--- src/rtl/mul_iter.sv ---
// mul_iter: iterative sign-magnitude multiplier for the MIX arithmetic unit.
// Produces the exact 2*WIDTH-bit product magnitude of two WIDTH-bit
// magnitudes plus the XOR of their signs. STEP multiplier bits are retired
// per clock, so one operation takes WIDTH/STEP cycles behind a
// start/busy/done handshake. A zero product keeps its computed sign
// (MIX negative zero is meaningful and is not normalised).
module mul_iter #(
  parameter int WIDTH = 30,
  parameter int STEP  = 1
) (
  input  logic                 clk,
  input  logic                 reset,
  input  logic                 start,
  input  logic [WIDTH-1:0]     a,
  input  logic                 sign_a,
  input  logic [WIDTH-1:0]     b,
  input  logic                 sign_b,
  output logic [2*WIDTH-1:0]   out,
  output logic                 out_sign,
  output logic                 busy,
  output logic                 done
);

  // Iteration count and a counter just wide enough to hold N-1.
  localparam int N     = WIDTH / STEP;
  localparam int CNT_W = (N > 1) ? $clog2(N) : 1;
  localparam logic [CNT_W-1:0] CNT_LAST = CNT_W'(N - 1);
  localparam logic [CNT_W-1:0] CNT_ONE  = CNT_W'(1);
  localparam logic [CNT_W-1:0] CNT_ZERO = {CNT_W{1'b0}};

  // A STEP that does not divide WIDTH would leave multiplier bits unused.
  if ((WIDTH % STEP) != 0) begin : g_bad_step
    $error("mul_iter: WIDTH must be a multiple of STEP");
  end

  typedef enum logic [0:0] {
    ST_IDLE = 1'b0,
    ST_RUN  = 1'b1
  } state_t;

  state_t               state_r;
  state_t               state_n_s;

  // Multiplicand pre-aligned to the current multiplier digit position.
  logic [2*WIDTH-1:0]   a_sh_r;
  logic [2*WIDTH-1:0]   a_sh_n_s;
  // Multiplier bits not yet consumed, lowest digit in [STEP-1:0].
  logic [WIDTH-1:0]     b_r;
  logic [WIDTH-1:0]     b_n_s;
  logic                 sign_r;
  logic                 sign_n_s;
  logic [2*WIDTH-1:0]   acc_r;
  logic [2*WIDTH-1:0]   acc_n_s;
  logic [CNT_W-1:0]     cnt_r;
  logic [CNT_W-1:0]     cnt_n_s;
  logic [2*WIDTH-1:0]   out_r;
  logic [2*WIDTH-1:0]   out_n_s;
  logic                 out_sign_r;
  logic                 out_sign_n_s;
  logic                 busy_r;
  logic                 busy_n_s;
  logic                 done_r;
  logic                 done_n_s;

  // Partial product of the current digit and the running accumulation.
  // Working modulo 2^(2*WIDTH) is exact because the final product fits.
  logic [2*WIDTH-1:0]   digit_s;
  logic [2*WIDTH-1:0]   partial_s;
  logic [2*WIDTH-1:0]   acc_sum_s;

  assign digit_s   = {{(2*WIDTH-STEP){1'b0}}, b_r[STEP-1:0]};
  assign partial_s = a_sh_r * digit_s;
  assign acc_sum_s = acc_r + partial_s;

  assign out      = out_r;
  assign out_sign = out_sign_r;
  assign busy     = busy_r;
  assign done     = done_r;

  // Next-state and next-datapath logic; every register holds unless told otherwise.
  always_comb begin
    state_n_s    = state_r;
    a_sh_n_s     = a_sh_r;
    b_n_s        = b_r;
    sign_n_s     = sign_r;
    acc_n_s      = acc_r;
    cnt_n_s      = cnt_r;
    out_n_s      = out_r;
    out_sign_n_s = out_sign_r;
    busy_n_s     = busy_r;
    done_n_s     = 1'b0;

    case (state_r)
      ST_IDLE: begin
        if (start) begin
          // Capture operands now; later input changes cannot affect this op.
          a_sh_n_s  = {{WIDTH{1'b0}}, a};
          b_n_s     = b;
          sign_n_s  = sign_a ^ sign_b;
          acc_n_s   = {(2*WIDTH){1'b0}};
          cnt_n_s   = CNT_ZERO;
          busy_n_s  = 1'b1;
          state_n_s = ST_RUN;
        end else begin
          busy_n_s  = 1'b0;
        end
      end

      ST_RUN: begin
        // start is ignored here: a request while busy is simply dropped.
        a_sh_n_s = a_sh_r << STEP;
        b_n_s    = b_r >> STEP;
        if (cnt_r == CNT_LAST) begin
          // Last digit: publish the finished sum straight into the result.
          out_n_s      = acc_sum_s;
          out_sign_n_s = sign_r;
          acc_n_s      = acc_sum_s;
          cnt_n_s      = CNT_ZERO;
          busy_n_s     = 1'b0;
          done_n_s     = 1'b1;
          state_n_s    = ST_IDLE;
        end else begin
          acc_n_s      = acc_sum_s;
          cnt_n_s      = cnt_r + CNT_ONE;
          busy_n_s     = 1'b1;
        end
      end

      default: begin
        state_n_s = ST_IDLE;
        cnt_n_s   = CNT_ZERO;
        busy_n_s  = 1'b0;
      end
    endcase
  end

  // FSM state register; reset overrides any simultaneous start.
  always_ff @(posedge clk) begin
    if (reset) begin
      state_r <= ST_IDLE;
    end else begin
      state_r <= state_n_s;
    end
  end

  // Datapath and output registers; reset mid-operation aborts without a done pulse.
  always_ff @(posedge clk) begin
    if (reset) begin
      a_sh_r     <= {(2*WIDTH){1'b0}};
      b_r        <= {WIDTH{1'b0}};
      sign_r     <= 1'b0;
      acc_r      <= {(2*WIDTH){1'b0}};
      cnt_r      <= CNT_ZERO;
      out_r      <= {(2*WIDTH){1'b0}};
      out_sign_r <= 1'b0;
      busy_r     <= 1'b0;
      done_r     <= 1'b0;
    end else begin
      a_sh_r     <= a_sh_n_s;
      b_r        <= b_n_s;
      sign_r     <= sign_n_s;
      acc_r      <= acc_n_s;
      cnt_r      <= cnt_n_s;
      out_r      <= out_n_s;
      out_sign_r <= out_sign_n_s;
      busy_r     <= busy_n_s;
      done_r     <= done_n_s;
    end
  end

endmodule

--- config.mk ---
export PLATFORM = sky130hd
export DESIGN_NAME = mul_iter
export DESIGN_NICKNAME = d
export VERILOG_FILES = /design/src/rtl/mul_iter.sv
export SDC_FILE = /design/constraint.sdc
export NUM_CORES = 1
export LEC_CHECK = 0
export CAP_MARGIN = 20
export CORE_UTILIZATION = 50
export CTS_CLUSTER_DIAMETER = 30
export DETAILED_ROUTE_END_ITERATION = 8
export MAX_ROUTING_LAYER = met4
export PLACE_DENSITY = 0.75
export SLEW_MARGIN = 25
export SYNTH_ARGS = -nofsm -noshare
export SYNTH_HDL_FRONTEND = slang
export SYNTH_SLANG_ARGS = --single-unit
--- constraint.sdc ---
create_clock -name clk -period 6.5 [get_ports clk]
set_clock_uncertainty 0.05 [all_clocks]
set_input_delay 0.975 -clock clk [delete_from_list [all_inputs] [get_ports clk]]
set_output_delay 0.975 -clock clk [all_outputs]
set_load 0.01 [all_outputs]
# Yosys cells after proc, flatten, opt, wreduce, memory -nomap -nowiden
# Cells that the tools add are included.
# op_classes
n_eq_ne,2
muxes,13
mul,1
n_addsub,2
reduce_logical,3
n_bitwise,2
# ops
cell,count
case mux 60 bit (2 select lines),2
2-to-1 mux 60 bit,2
adder 60 bit,1
multiplier 60 x 1 -> 60 bit,1
case mux 30 bit (2 select lines),1
2-to-1 mux 30 bit,1
2-to-1 mux 5 bit,2
case mux 5 bit (2 select lines),1
"adder 5 x 1 -> 5 bit, second input constant",1
"== test 5 bit, second input constant",1
AND reduction 2 bit,2
2-to-1 mux 1 bit,3
"inequality test 2 bit, second input constant",1
case mux 1 bit (2 select lines),1
OR reduction 2 bit,1
inverter 1 bit,1
XOR 1 bit,1
# totals
elab_cells,32
input_bits,65
register_bits,219
out_inout_bits,63

# Longest topological paths before layout
# Gate-level depths: netlist of the first run.
# logic_depth
ltp_word,3
ltp_mapped,14
ltp_nobuf,13

# Least setup slack after synthesis of the first run
# No wires, ideal clock.
# synth_path
kind,reg-to-reg
startpoint,register b_r[0]
endpoint,register out_r[58] (netlist: out[58])
path_buffers,1
stages_incl_launch_ff,15
t_arrival_ps,3380
required_time_ps,6388
path_slack_ps,3008
period_less_slack_ps,3492
setup_ps,62
path_cell_list,dfxtp_1 > clkbuf_1 > and2_1 > ha_1 > inv_1 > fa_1 > and2b_4 > o2111ai_4 > a2111oi_4 > nor3_2 > o31ai_4 > a21o_4 > a31oi_2 > or4_1 > nand3_1
# synth_between
elab_chain_cells,2
# synth_rtl
item,line,text
start: declaration,48,logic [WIDTH-1:0] b_r;
start signal: assignment,150,b_r <= {WIDTH{1'b0}};
start signal: assignment,160,b_r <= b_n_s;
multiplier 60 x 1 -> 60 bit,72,assign partial_s = a_sh_r * digit_s;
adder 60 bit,73,assign acc_sum_s = acc_r + partial_s;
end signal: assignment,154,out_r <= {(2*WIDTH){1'b0}};
end signal: assignment,164,out_r <= out_n_s;
end: declaration,56,logic [2*WIDTH-1:0] out_r;
# Every way passes these cells.
# A chain may end at the register's enable or synchronous reset.

# Final worst setup path of the first run
# layout_path
startpoint,register b_r[0]
endpoint,register out_r[44] (netlist: out[44])
# Same word-level chain as after synthesis.

==> flow_results.org, run 1 <==
** Run status
- Run status :: complete, no violations

** Clock tree
- Counting along the longest clock path gives a buffer depth of 3.
- The tree is rooted in a sky130_fd_sc_hd__clkbuf_16.
- Count of hold buffers inserted by post-cts repair :: 0
- Once the clock tree was built, the setup fixing pass inserted 0 buffers.
- Total of cells resized after clock tree synthesis :: 0
- Clock transition time at the flip-flop clock pins of the worst setup and hold paths :: 0.04 ns
- CTS saw 219 sinks.
- The H-tree was split into 2 levels.
- CTS tree :: built
- For the worst-skew pair, the clock arrives at the later sink with an insertion delay of 0.55 ns.
- Number of buffers created by CTS :: 49

** STA
- Setup repair after global routing left no endpoint under its margin.
- Crit share post-route :: 65.32%
- Least-Margin Pin Slew :: 1.024 ns
- Max transition margin :: 31.58%
- The number of failing hold endpoints at the final stage came to 0.
- The clock period could shrink to 4.246 ns.
- Derived from the worst setup path, the maximum achievable clock frequency is 235.5 MHz.
- The number of pins exceeding their max-slew limit in the final report was 0.
- Setup violators final :: 0
- Setup total negative slack :: 0 ns

** Power and ir drop
- Leakage component of the power :: 0.006310 uW
- In this run the power density over the cells is 268.2 mW/mm2.
- IR analysis of the VDD net gives a maximum drop of 0.0002382 V.

** Worst setup path
- Cells on worst reg2reg path :: 14
- CP Capture Type :: flop
- By startpoint and endpoint, the worst setup path is classified as flop to flop.
- Critical path launch point type :: flop
- Data required time of the worst path :: 6.92 ns
- Endpoint of the lowest-slack register-to-register path :: out[44]$_SDFFE_PP0P_
- Launching element of the worst setup path :: b_r[0]$_SDFFE_PP0P_
- In this run the worst path has a maximum fanout of 21.
- Worst path arrival time :: 4.67 ns
- In this run the critical register-to-register path is launched from b_r[0]$_SDFFE_PP0P_.
- Register-to-register setup slack :: 2.25 ns

** Detailed routing
- Residual DRC :: 0
- Starting DRT DRC Count :: 796
- Detail-routed net length per standard cell :: 16.96 um
- Mean number of vias per cell :: 5.830
- Wires add up to 34.47 mm.
- Summing over every cut layer, the via total after detailed routing is 11850.
- Once detail routing completed, the nets flagged for antenna violations numbered 0.
- Before antenna repair, the detailed router went through 5 iterations.

** Logic synthesis
- Synthesized instance count :: 1603
- Multiplexer area fraction after synthesis :: 4.924%
- The cell area that synthesis handed to floorplanning was 0.01260 mm2.
- For this run, the leading register cell type out of synthesis is sky130_fd_sc_hd__dfxtp_1.
- After synthesis, flip-flops and latches occupy 34.78% of the total area.
- Of all cell types, the one taking the most synthesized area is sky130_fd_sc_hd__dfxtp_1.
- Of the total synthesized cell area, the portion taken by AND, OR, NAND and NOR gates is 23.89%.
- Number of library cell types mapped by synthesis :: 75
- Of the total synthesized cell area, the portion taken by XOR and XNOR cells is 3.891%.
- Of the total synthesized cell area, the portion taken by full adders, half adders and majority gates is 6.214%.
- Proportion of netlist area held by the largest area contributor :: 34.78%
- In this run, synthesis inferred 0 flip-flops with an integrated enable.
- The synthesized netlist devotes 22.05% of its cell area to compound gates.
- Synthesized area per cell :: 7.863 um2
- Synthesis inferred 219 register bits.
- Synthesis produced a netlist with a net count of 1730.
- Leading cell types by total area after synthesis :: sky130_fd_sc_hd__dfxtp_1, sky130_fd_sc_hd__a21oi_1, sky130_fd_sc_hd__nor2_1, sky130_fd_sc_hd__ha_1, sky130_fd_sc_hd__mux2i_1
- Synthesis Warnings :: 0
- Sorting the synthesized cells by how often they occur yields sky130_fd_sc_hd__a21oi_1, sky130_fd_sc_hd__nor2_1, sky130_fd_sc_hd__dfxtp_1, sky130_fd_sc_hd__nand2_1, sky130_fd_sc_hd__clkbuf_1.
- Main combinational cell family by area after synthesis :: simple AND/OR/NAND/NOR gates
- In the synthesized netlist the async set-or-reset flop fraction comes to 0%.

** Placed design
- Port buffering added 127 buffers.
- RePlAce Congestion :: 0.9357
- Dpl cells :: 1943
- Detailed placement finished with a half-perimeter wire length of 23.20 mm.

** Final layout
- For this run, the post-layout net count is 1797.
- Registers take 0.004388 mm2.
- Excluding fillers, the count of instances in the completed layout stands at 2033.
- Measured on the finished design, the core utilization comes to 63.73%.
- # diodes :: 0
- Summing all multi-input logic gate instances after layout gives 0.007699 mm2.
- In the final layout, the share of cells above drive strength 1 is 7.548%.
- Count of filler cells inserted in the layout :: 2144
- Relative to the synthesized area, the layout overhead comes to 24.05%.

** Floorplan
- Pin placement for this block handled 128 I/O pins.
- Die Footprint :: 0.02585 mm2
- For this configuration, the core starts out at a cell density of 51.38%.
- The floorplan step defined a core boundary enclosing 0.02453 mm2.
- Die H :: 160.8 um
- Width of the die :: 160.8 um
- The floorplan has 57 rows.

** Global route
- Via count of the first global-routing pass :: 11580
- Wire length of the first global-routing pass :: 57.30 mm
- Entering global routing, the biggest net connects 120 pins.
- GRT met3 Usage :: 4.365%
- Initial antenna violation count :: 0
- For met1 alone, demand over resource in global routing was 34.71%.
- Global routing consumed, on the met2 layer, 44.94% of the routing resources.
- Global routing finished with a remaining overflow of 0.
- Most Crowded Layer GR :: met2
- All-layer global routing usage :: 27.65%

** Job
- Max-cap violations :: 0

** Min path
- In this run the most critical hold path is launched from out[27]$_SDFFE_PP0P_.
- The worst hold path was traced through 2 stages.
- Min-Delay Endpoint :: out[27]$_SDFFE_PP0P_
- The worst hold path belongs to the class flop to flop.
## per-stage QoR
stage | cell area (um2) | hold WS, ns | worst slack, ns | power (uW)
floorplan | 12600 | 0.3797 | 3.008 | 1554
global placement | 13890 | 0.3906 | 2.358 | 1626
detailed placement | 13890 | 0.3980 | 2.271 | 1632
CTS | 15630 | 0.4041 | 2.257 | 4219
global route | 15640 | 0.4251 | 1.958 | 4322
finish | 15640 | 0.3998 | 2.254 | 4194
## layout make-up
cell class                      count  share of cell area, %
Multi-Input combinational cell   1247                  49.24
Sequential cell                   219                  28.06
Clock buffer                       63                  8.778
Timing Repair Buffer              136                  8.578
Tap cell                          324                  2.593
Clock inverter                     27                  2.345
Inverter                           17                 0.4081
## worst max-delay path: stages (launching register included)
cell	delay, ns
sky130_fd_sc_hd__dfxtp_1	0.67
sky130_fd_sc_hd__buf_4	0.32
sky130_fd_sc_hd__and2_1	0.15
sky130_fd_sc_hd__ha_1	0.17
sky130_fd_sc_hd__inv_1	0.06
sky130_fd_sc_hd__fa_1	0.39
sky130_fd_sc_hd__and2b_4	0.28
sky130_fd_sc_hd__o2111ai_4	0.15
sky130_fd_sc_hd__a2111oi_2	0.46
sky130_fd_sc_hd__o21ai_1	0.21
sky130_fd_sc_hd__o21ai_2	0.34
sky130_fd_sc_hd__a31o_4	0.26
sky130_fd_sc_hd__a21oi_2	0.08
sky130_fd_sc_hd__or4_1	0.48
sky130_fd_sc_hd__nand3_1	0.09
## where the power goes
part / internal [uW] / leakage [uW] / switching (uW)
Sequential: 1370 / 0.00177 / 28.3
Combinational: 86.1 / 0.00370 / 123
Clock: 1770 / 0.000837 / 812
## metal layers
metal / vias to the layer above / wire length (um)
met5: - / 0
met4: 0 / 888
met3: 79 / 2016
met2: 363 / 16150
met1: 5610 / 15420
li1: 5800 / -
## layout by cell type (no fill, tap or decap), types with 6 or more instances in the layout
cell type,instances
sky130_fd_sc_hd__nor2_1,219
sky130_fd_sc_hd__and2_1,61
sky130_fd_sc_hd__nand2_1,161
sky130_fd_sc_hd__clkdlybuf4s50_1,125
sky130_fd_sc_hd__dfxtp_1,218
sky130_fd_sc_hd__o21ai_0,51
sky130_fd_sc_hd__mux2i_1,62
sky130_fd_sc_hd__and3_1,8
sky130_fd_sc_hd__nor3b_1,57
sky130_fd_sc_hd__a211oi_1,9
sky130_fd_sc_hd__o21ai_1,11
sky130_fd_sc_hd__a22o_1,16
sky130_fd_sc_hd__a31oi_1,12
sky130_fd_sc_hd__nand3_1,35
sky130_fd_sc_hd__inv_1,16
sky130_fd_sc_hd__a21o_1,30
sky130_fd_sc_hd__o31ai_1,6
sky130_fd_sc_hd__o21bai_1,10
sky130_fd_sc_hd__xnor2_1,25
sky130_fd_sc_hd__buf_4,9
sky130_fd_sc_hd__clkbuf_16,52
sky130_fd_sc_hd__o211ai_1,9
sky130_fd_sc_hd__bufinv_16,7
sky130_fd_sc_hd__or4_1,9
sky130_fd_sc_hd__inv_6,6
sky130_fd_sc_hd__ha_1,61
sky130_fd_sc_hd__xor2_1,31
sky130_fd_sc_hd__nor3_1,19
sky130_fd_sc_hd__clkbuf_1,8
sky130_fd_sc_hd__a21oi_1,220
sky130_fd_sc_hd__o21a_1,9
sky130_fd_sc_hd__nand4_1,23
## how the worst max path moves through the flow
stage | to | slack [ns] | cells after the start
2_1_floorplan | out[58]$_SDFFE_PP0P_ | 3.01 | 14
3_3_place_gp | out[48]$_SDFFE_PP0P_ | 2.36 | 14
3_5_place_dp | out[48]$_SDFFE_PP0P_ | 2.27 | 14
4_1_cts | out[44]$_SDFFE_PP0P_ | 2.26 | 14
5_1_grt | out[45]$_SDFFE_PP0P_ | 1.96 | 13
6_report | out[44]$_SDFFE_PP0P_ | 2.25 | 14
## registers in the layout (all words and copies together) (netlist names), 5 cells and up
name    cells
out        60
cnt_r       5
b_r        30
acc_r      60
a_sh_r     60
## cell families after synthesis
family,count (synthesis)
compound gates,440
xor+xnor,56
fa+ha+maj,62
buf+inv,137
flops,219
mux,62
simple gates,627
(Power assumes the default switching activity.)
==> inputs of run 2 (changes only) <==
--- a/config.mk
+++ b/config.mk
@@ -10,7 +10,7 @@
 export CTS_CLUSTER_DIAMETER = 30
 export DETAILED_ROUTE_END_ITERATION = 8
 export MAX_ROUTING_LAYER = met4
-export PLACE_DENSITY = 0.75
+export PLACE_DENSITY = 0.77
 export SLEW_MARGIN = 25
 export SYNTH_ARGS = -nofsm -noshare
 export SYNTH_HDL_FRONTEND = slang
==> constraint.sdc (replaced) <==
create_clock -name clk -period 3.75 [get_ports clk]
set_clock_uncertainty 0.05 [all_clocks]
set_input_delay 0.5625 -clock clk [delete_from_list [all_inputs] [get_ports clk]]
set_output_delay 0.5625 -clock clk [all_outputs]
set_load 0.01 [all_outputs]
==> run 2 against run 1 <==
Die area did not move. Fmax rose by 15%. Critical endpoint unchanged. Largest power group unchanged. Worst hold slack got worse by 0.033 ns.
==> flow_results.org, run 2 (synthesized netlist as in run 1, its figures left out) <==
** Global route
- The global-route wire length before repair is 54.94 mm (-4.1%).
- All-layer global routing usage :: 26.40% (-1.2 points)
- The via count of the first global-routing pass was 11280 (-2.6%).
- Overflow after GRT :: 0 (unchanged)
- Largest net degree at the start of global routing :: 166 (+38%)
- Initial antenna violation count :: 0 (unchanged)

** STA
- The period utilization is 98.27% (+33 points).
- The highest achievable clock rate came to 271.4 MHz (+15%).
- Least-Margin Pin Slew :: 0.9315 ns (-0.09239 ns)
- Max transition margin :: 37.76% (+6.2 points)
- Setup violators final :: 0 (unchanged)
- The number of pins exceeding their max-slew limit in the final report is 0 (unchanged).
- The final period demand of the worst path is 3.685 ns (-0.5611 ns).
- The minimum setup slack in the final design came to 0.06501 ns (-2.189 ns).
- Final Hold Fails :: 0 (unchanged)
- Setup total negative slack :: 0 ns (unchanged)

** Final layout
- The area growth from synthesis to layout is 27.12%.
- Leaving out fill and tap cells, the most frequent cell in the layout is sky130_fd_sc_hd__a21oi_1.
- Post-route cell area :: 0.01602 mm2 (+2.5%)
- The final net count was 1833 (+2.0%).
- The total inserted antenna cells was 0 (unchanged).
- The final standard cell utilization of the core is 65.31% (+1.6 points).
- The fraction of layout instances using a drive strength above 1 is 9.622% (+2.1 points).
- Most frequent cells in the layout :: sky130_fd_sc_hd__a21oi_1, sky130_fd_sc_hd__nor2_1, sky130_fd_sc_hd__dfxtp_1, sky130_fd_sc_hd__nand2_1, sky130_fd_sc_hd__clkdlybuf4s50_1

** Placed design
- The total placed instance area is 0.01417 mm2 (+2.0%).
- The final weighted congestion in routability-driven placement is 0.9336 (-0.22%).
- Buffers added on ports :: 127 (unchanged)
- The placed wire-length estimate was 22.50 mm (-3.0%).
- The post-placement worst setup slack is 0.02412 ns (-2.247 ns).

** Power and ir drop
- The power density over the cells came to 461.2 mW/mm2 (+72%).
- Share of total power in combinational logic :: 4.9% (about the same)
- The share of power burned in the clock network came to 62.2% (+0.6 points).
- The internal power came to 5713 uW (+77%).
- Net switching power :: 1678 uW (+74%)
- Fraction of power consumed by sequential logic :: 32.9% (-0.5 points)
- The switching portion of total power came to 22.70% (-0.27 points).
- The worst IR drop on VDD was 0.0004701 V (+97%).
- The reported leakage power is 0.006547 uW (+3.8%).

** Worst setup path
- By startpoint and endpoint, the worst setup path is classified as flop to flop.
- Worst path arrival time :: 4.12 ns (-0.55 ns)
- Worst stage delay on the critical path :: 0.48 ns (-0.19 ns)
- Cell with the largest stage delay on the worst path :: sky130_fd_sc_hd__or4_1
- The number of cells on the critical path is 13 (-1).
- The setup slack of the worst register-to-register path came to 0.07 ns (-2.19 ns).
- On the critical path the largest part of the delay comes from compound AO/OA/AOI/OAI gates.
- The length in cells of the worst reg-to-reg path is 13 (-1).
- Worst path bufs/invs :: 1 (-1)
- Chain of cells forming the critical path :: and2_1 > ha_1 > inv_1 > fa_1 > and2b_4 > o2111ai_4 > a2111oi_4 > o21ai_1 > o21ai_2 > a31o_4 > a21oi_2 > or4_1 > nand3_1
- STA classifies the critical path endpoint as a flop.
- Launching element of the worst setup path :: b_r[0]$_SDFFE_PP0P_
- Endpoint of the lowest-slack register-to-register path :: out[44]$_SDFFE_PP0P_
- Worst setup path endpoint :: out[44]$_SDFFE_PP0P_
- Worst-path fanout max :: 7 (-67%)
- R2r startpoint :: b_r[0]$_SDFFE_PP0P_
- Data required time of the worst path :: 4.18 ns (-2.74 ns)
- The worst setup path is launched from a flop.

** Clock tree
- CTS Root Buffer Type :: sky130_fd_sc_hd__clkbuf_16
- The worst-skew pair later-pin latency is 0.57 ns (+0.02 ns).
- The number of levels the H-tree was split into came to 2 (unchanged).
- CTS tree :: built
- Clock transition time at the flip-flop clock pins of the worst setup and hold paths :: 0.04 ns (about the same)
- The number of clock buffers inserted by TritonCTS came to 51 (+4.1%).
- Num Clock Sinks :: 219 (unchanged)
- CTS max path bufs :: 3 (unchanged)

** Detailed routing
- The number of antenna-violating nets in the routed design is 0 (unchanged).
- Detailed-router iteration count before antenna repair :: 5 (unchanged)
- Number of vias in the routed layout :: 11760 (-0.80%)
- Mean number of vias per cell :: 5.680 (-2.6%)
- Drt total wl :: 33.87 mm (-1.7%)
- Residual DRC :: 0 (unchanged)
- The number of violations reported at the end of detailed-routing iteration 0 was 712 (-11%).
- Detail-routed net length per standard cell :: 16.36 um (-3.5%)

** Min path
- Class of the worst hold path :: input port to flop

** Floorplan
- The initial standard-cell utilization of the core was 51.38% (unchanged).
- The full die area is 0.02585 mm2 (unchanged).
- The overall die height came to 160.8 um (unchanged).
- The number of placement rows is 57 (unchanged).
- The floorplan die width is 160.8 um (unchanged).
- The boundary pin count was 128 (unchanged).
- The core area was 0.02453 mm2 (unchanged).

** Run status
- Run status :: complete, no violations

** Job
- The number of max-capacitance violations reported came to 0 (unchanged).
-- run 2: cell types whose count changed in the layout (fill, tap and decap cells not counted), sizes merged --
cell    delta
buf       +34
clkbuf     +7
inv        -6
clkinv     +3
bufinv     -1
-- run 2: cell type report --
class / count / area (um2)
inverter: 17 / 63.81
fill: 2070 / 8511
clock inverter: 23 / 332.8
sequential: 219 / 4389
timing repair buffer: 170 / 1630
clock buffer: 70 / 1489
tap: 324 / 405.4
multi-input combinational: 1247 / 7712
-- run 2: tightest hold or removal path, stage by stage --
cell	delay [ns]
sky130_fd_sc_hd__buf_4	0.10
sky130_fd_sc_hd__or2_2	0.16
sky130_fd_sc_hd__a311oi_1	0.10
-- run 2: worst min path at each step --
stage | depth (start not counted) | slack [ns] | start | end
floorplan | 2 | 0.38 | acc_r[54]$_SDFFE_PP0P_ | acc_r[54]$_SDFFE_PP0P_
global placement | 2 | 0.39 | acc_r[55]$_SDFFE_PP0P_ | acc_r[55]$_SDFFE_PP0P_
detailed placement | 2 | 0.40 | out[34]$_SDFFE_PP0P_ | out[34]$_SDFFE_PP0P_
CTS | 3 | 0.36 | start | cnt_r[3]$_SDFFE_PP0P_
global route | 3 | 0.38 | start | cnt_r[4]$_SDFFE_PP0P_
finish | 3 | 0.37 | start | cnt_r[3]$_SDFFE_PP0P_
-- run 2: per-layer routing --
metal	GRT usage, %	part of all wire (%)	up-vias
li1	-	-	5878
met4	9.777	2.8	0
met3	3.926	4.8	74
met5	-	0	-
met2	42.17	46	310
met1	33.76	46	5495
-- run 2: timing repair --
item	in CTS	in global routing
setup endpoints to repair	0	10
resized for setup	0	3
hold buffers	0	0
buffers inserted	0	2
-- run 2: power by group through the flow --
stage | combinational (uW) | sequential [uW] | clock (uW)
2_1_floorplan | 251 | 2440 | 0
3_3_place_gp | 353 | 2470 | 0
3_5_place_dp | 360 | 2470 | 0
4_1_cts | 365 | 2430 | 4640
5_1_grt | 404 | 2430 | 4760
6_report | 365 | 2430 | 4600
-- run 2: per-stage QoR --
stage	std cells	total power (uW)	hold slack [ns]
after floorplan	1603	2693	0.3797
after global placement	1975	2821	0.3911
after detailed placement	1975	2830	0.3969
after CTS	2068	7433	0.3646
after global routing	2070	7597	0.3788
final	2070	7390	0.3667
==> inputs of run 3 (changes only) <==
--- a/config.mk
+++ b/config.mk
@@ -11,6 +11,7 @@
 export DETAILED_ROUTE_END_ITERATION = 8
 export MAX_ROUTING_LAYER = met4
 export PLACE_DENSITY = 0.77
+export RECOVER_POWER = 50
 export SLEW_MARGIN = 25
 export SYNTH_ARGS = -nofsm -noshare
 export SYNTH_HDL_FRONTEND = slang
==> run 3 against run 2 <==
First-iteration DRC count increased by 7.4%. Sequential power about the same. Clock power about the same. Via count grew 0.75%. Sequential cell count did not move. Cell area hardly changed. The flow now finishes with violations (max-capacitance violations, max-slew violations). Non-clock buffer count unchanged. Sequential share of layout area is essentially flat. Critical path type unchanged.
==> flow_results.org, run 3 (synthesized netlist as in run 1, its figures left out) <==
** Run status
- The run finished, with violations left.
- The checks that failed: max-capacitance violations, max-slew violations.

** Global route
- Overflow after GRT :: 0 (unchanged)
- GRT met2 Usage :: 42.17% (unchanged)
- Via count of the first global-routing pass :: 11280 (unchanged)
- The global router's overall resource usage came to 26.40% (unchanged).
- In this run the most used layer during global routing was met2.
- Largest net degree at the start of global routing :: 166 (unchanged)
- Met1 Usage GRT :: 33.76% (unchanged)
- Initial antenna violation count :: 0 (unchanged)
- Wire length of the first global-routing pass :: 54.94 mm (unchanged)
- The met3 track demand over resource in global routing was 3.926% (unchanged).

** Min path
- The worst hold path belongs to the class input port to flop.

** Final layout
- Final Net Count :: 1833 (unchanged)
- The fraction of layout instances using a drive strength above 1 was 9.622% (unchanged).
- The post-synthesis to final-layout area growth was 27.02% (about the same).
- Commonest non-fill, non-tap cell in the layout :: sky130_fd_sc_hd__a21oi_1
- Count of filler cells inserted in the layout :: 2072 (+0.097%)
- The final standard cell utilization of the core came to 65.26% (about the same).
- The number of non-filler instances in the completed layout is 2070 (unchanged).
- The top cell types in the final layout, fill and taps aside, are sky130_fd_sc_hd__a21oi_1, sky130_fd_sc_hd__nor2_1, sky130_fd_sc_hd__dfxtp_1, sky130_fd_sc_hd__nand2_1, sky130_fd_sc_hd__clkdlybuf4s50_1.
- The total inserted antenna cells came to 0 (unchanged).
- The area of all placed cells without fillers is 0.01601 mm2 (about the same).

** Worst setup path
- Worst stage delay on the critical path :: 0.47 ns (about the same)
- The endpoint arrival time on the critical path was 4.11 ns (about the same).
- The maximum fanout count along the critical path is 7 (unchanged).
- Data required time of the worst path :: 4.18 ns (about the same)
- By startpoint and endpoint, the worst setup path is classified as flop to flop.
- The slowest stage of the critical path is the sky130_fd_sc_hd__or4_1 cell.
- Dominant delay contributor by cell family on the critical path :: compound AO/OA/AOI/OAI gates
- Chain of cells forming the critical path :: and2_1 > ha_1 > inv_1 > fa_1 > and2b_4 > o2111ai_4 > a2111oi_4 > o21ai_1 > o21ai_2 > a31o_4 > a21oi_2 > or4_1 > nand3_1
- The buffer and inverter count on the worst path is 1 (unchanged).
- Critical path launch point type :: flop
- The worst setup path is captured at a flop.

** Placed design
- RePlAce Congestion :: 0.9336 (unchanged)
- The total of buffers placed on input and output ports is 127 (unchanged).
- Dpl cells :: 1975 (unchanged)
- The total placed instance area came to 0.01417 mm2 (unchanged).
- The placed wire-length estimate was 22.50 mm (unchanged).

** Detailed routing
- The via count normalized by instance count is 5.722 (+0.75%).
- The number of antenna-violating nets in the routed design came to 0 (unchanged).
- Drt total wl :: 33.80 mm (-0.22%)
- Starting DRT DRC Count :: 765 (+7.4%)
- Detailed-router iteration count before antenna repair :: 5 (unchanged)
- Detail-routed net length per standard cell :: 16.33 um (-0.22%)
- The remaining routing DRC violations was 0 (unchanged).
- The detailed-route via count was 11850 (+0.75%).

** Clock tree
- CTS max path bufs :: 3 (unchanged)
- The worst-skew pair later-pin latency is 0.57 ns (about the same).
- Num Clock Sinks :: 219 (unchanged)
- The number of clock buffers inserted by TritonCTS was 51 (unchanged).
- The number of hold buffers added after cts came to 0 (unchanged).
- The cell sitting at the root of the clock tree is a sky130_fd_sc_hd__clkbuf_16.
- The clock-pin slew on the worst setup and hold paths is 0.04 ns (about the same).
- CTS tree :: built
- Maximum level of the CTS H-tree :: 2 (unchanged)

** STA
- The number of failing hold endpoints at the final stage was 0 (unchanged).
- The period utilization was 98.10% (-0.16 points).
- The summed negative setup slack over all endpoints was 0 ns (unchanged).
- The actual transition at the worst max-transition pin is 1.609 ns (+0.6773 ns).
- The highest achievable clock rate is 271.8 MHz (+0.17%).
- Setup violators final :: 0 (unchanged)
- The number of pins exceeding their max-slew limit in the final report came to 166 (+166).
- Post-layout min period :: 3.679 ns (-0.006111 ns)
- Max transition margin :: -7.252% (-45 points)

** Floorplan
- Die H :: 160.8 um (unchanged)
- The full die area was 0.02585 mm2 (unchanged).
- The core area came to 0.02453 mm2 (unchanged).
- The initial standard-cell utilization of the core was 51.38% (unchanged).
- Number of core rows :: 57 (unchanged)
- Width of the die :: 160.8 um (unchanged)
- The boundary pin count is 128 (unchanged).

** Power and ir drop
- The power density over the cells is 461.6 mW/mm2 (about the same).
- Leakage component of the power :: 0.006762 uW (+3.3%)
- The total design power came to 7390 uW (about the same).
- Largest voltage drop on the vdd net :: 0.0004697 V (about the same)

** Job
- The number of max-capacitance violations reported came to 1 (+1).
-- run 3: cell type report --
cell class                      count  area, um2  area share [%]
Multi-Input combinational cell   1247       7712           48.17
Tap cell                          324      405.4           2.532
Clock buffer                       70       1489           9.300
Sequential cell                   219       4389           27.41
Inverter                           17      63.81          0.3986
Clock inverter                     23      332.8           2.079
Timing Repair Buffer              170       1618           10.10
-- run 3: per-stage QoR --
stage               hold slack (ns)  worst slack, ns
floorplan                    0.3797           0.2579
global placement             0.3911           0.1561
detailed placement           0.3969          0.02412
CTS                          0.3646        0.0003557
global route                 0.3788         -0.06931
finish                       0.3676          0.07112
-- run 3: metal layers --
layer	part of all wire, %	vias up
met5	0	-
met4	2.8	0
met3	5.8	74
met2	46	367
met1	45	5528
li1	-	5876
-- run 3: worst paths after layout --
check | start | to | slack [ns] | depth (start not counted)
worst max-delay path | b_r[0]$_SDFFE_PP0P_ | out[44]$_SDFFE_PP0P_ | 0.07 | 13
worst min-delay path | start | cnt_r[3]$_SDFFE_PP0P_ | 0.37 | 3
worst max register to register | b_r[0]$_SDFFE_PP0P_ | out[44]$_SDFFE_PP0P_ | 0.07 | 13
worst min register to register | out[38]$_SDFFE_PP0P_ | out[38]$_SDFFE_PP0P_ | 0.40 | 2
-- run 3: power by group --
part | leakage (uW) | switching (uW) | internal (uW) | total [uW]
registers | 0.00177 | 48.6 | 2380 | 2430
logic | 0.00411 | 209 | 154 | 363
clock network | 0.000881 | 1420 | 3180 | 4600
-- run 3: worst min-delay path: cells and delay by family --
kind | cells | cell delay, ns
AND/OR/NAND/NOR | 1 | 0.17
buffers and inverters | 1 | 0.10
AO/OA/AOI/OAI | 1 | 0.10
-- run 3: repair_timing --
| action | CTS | global route |
|---|---|---|
| gates resized for setup | 0 | 3 |
| buffers inserted | 0 | 2 |
| setup endpoints to repair | 0 | 10 |
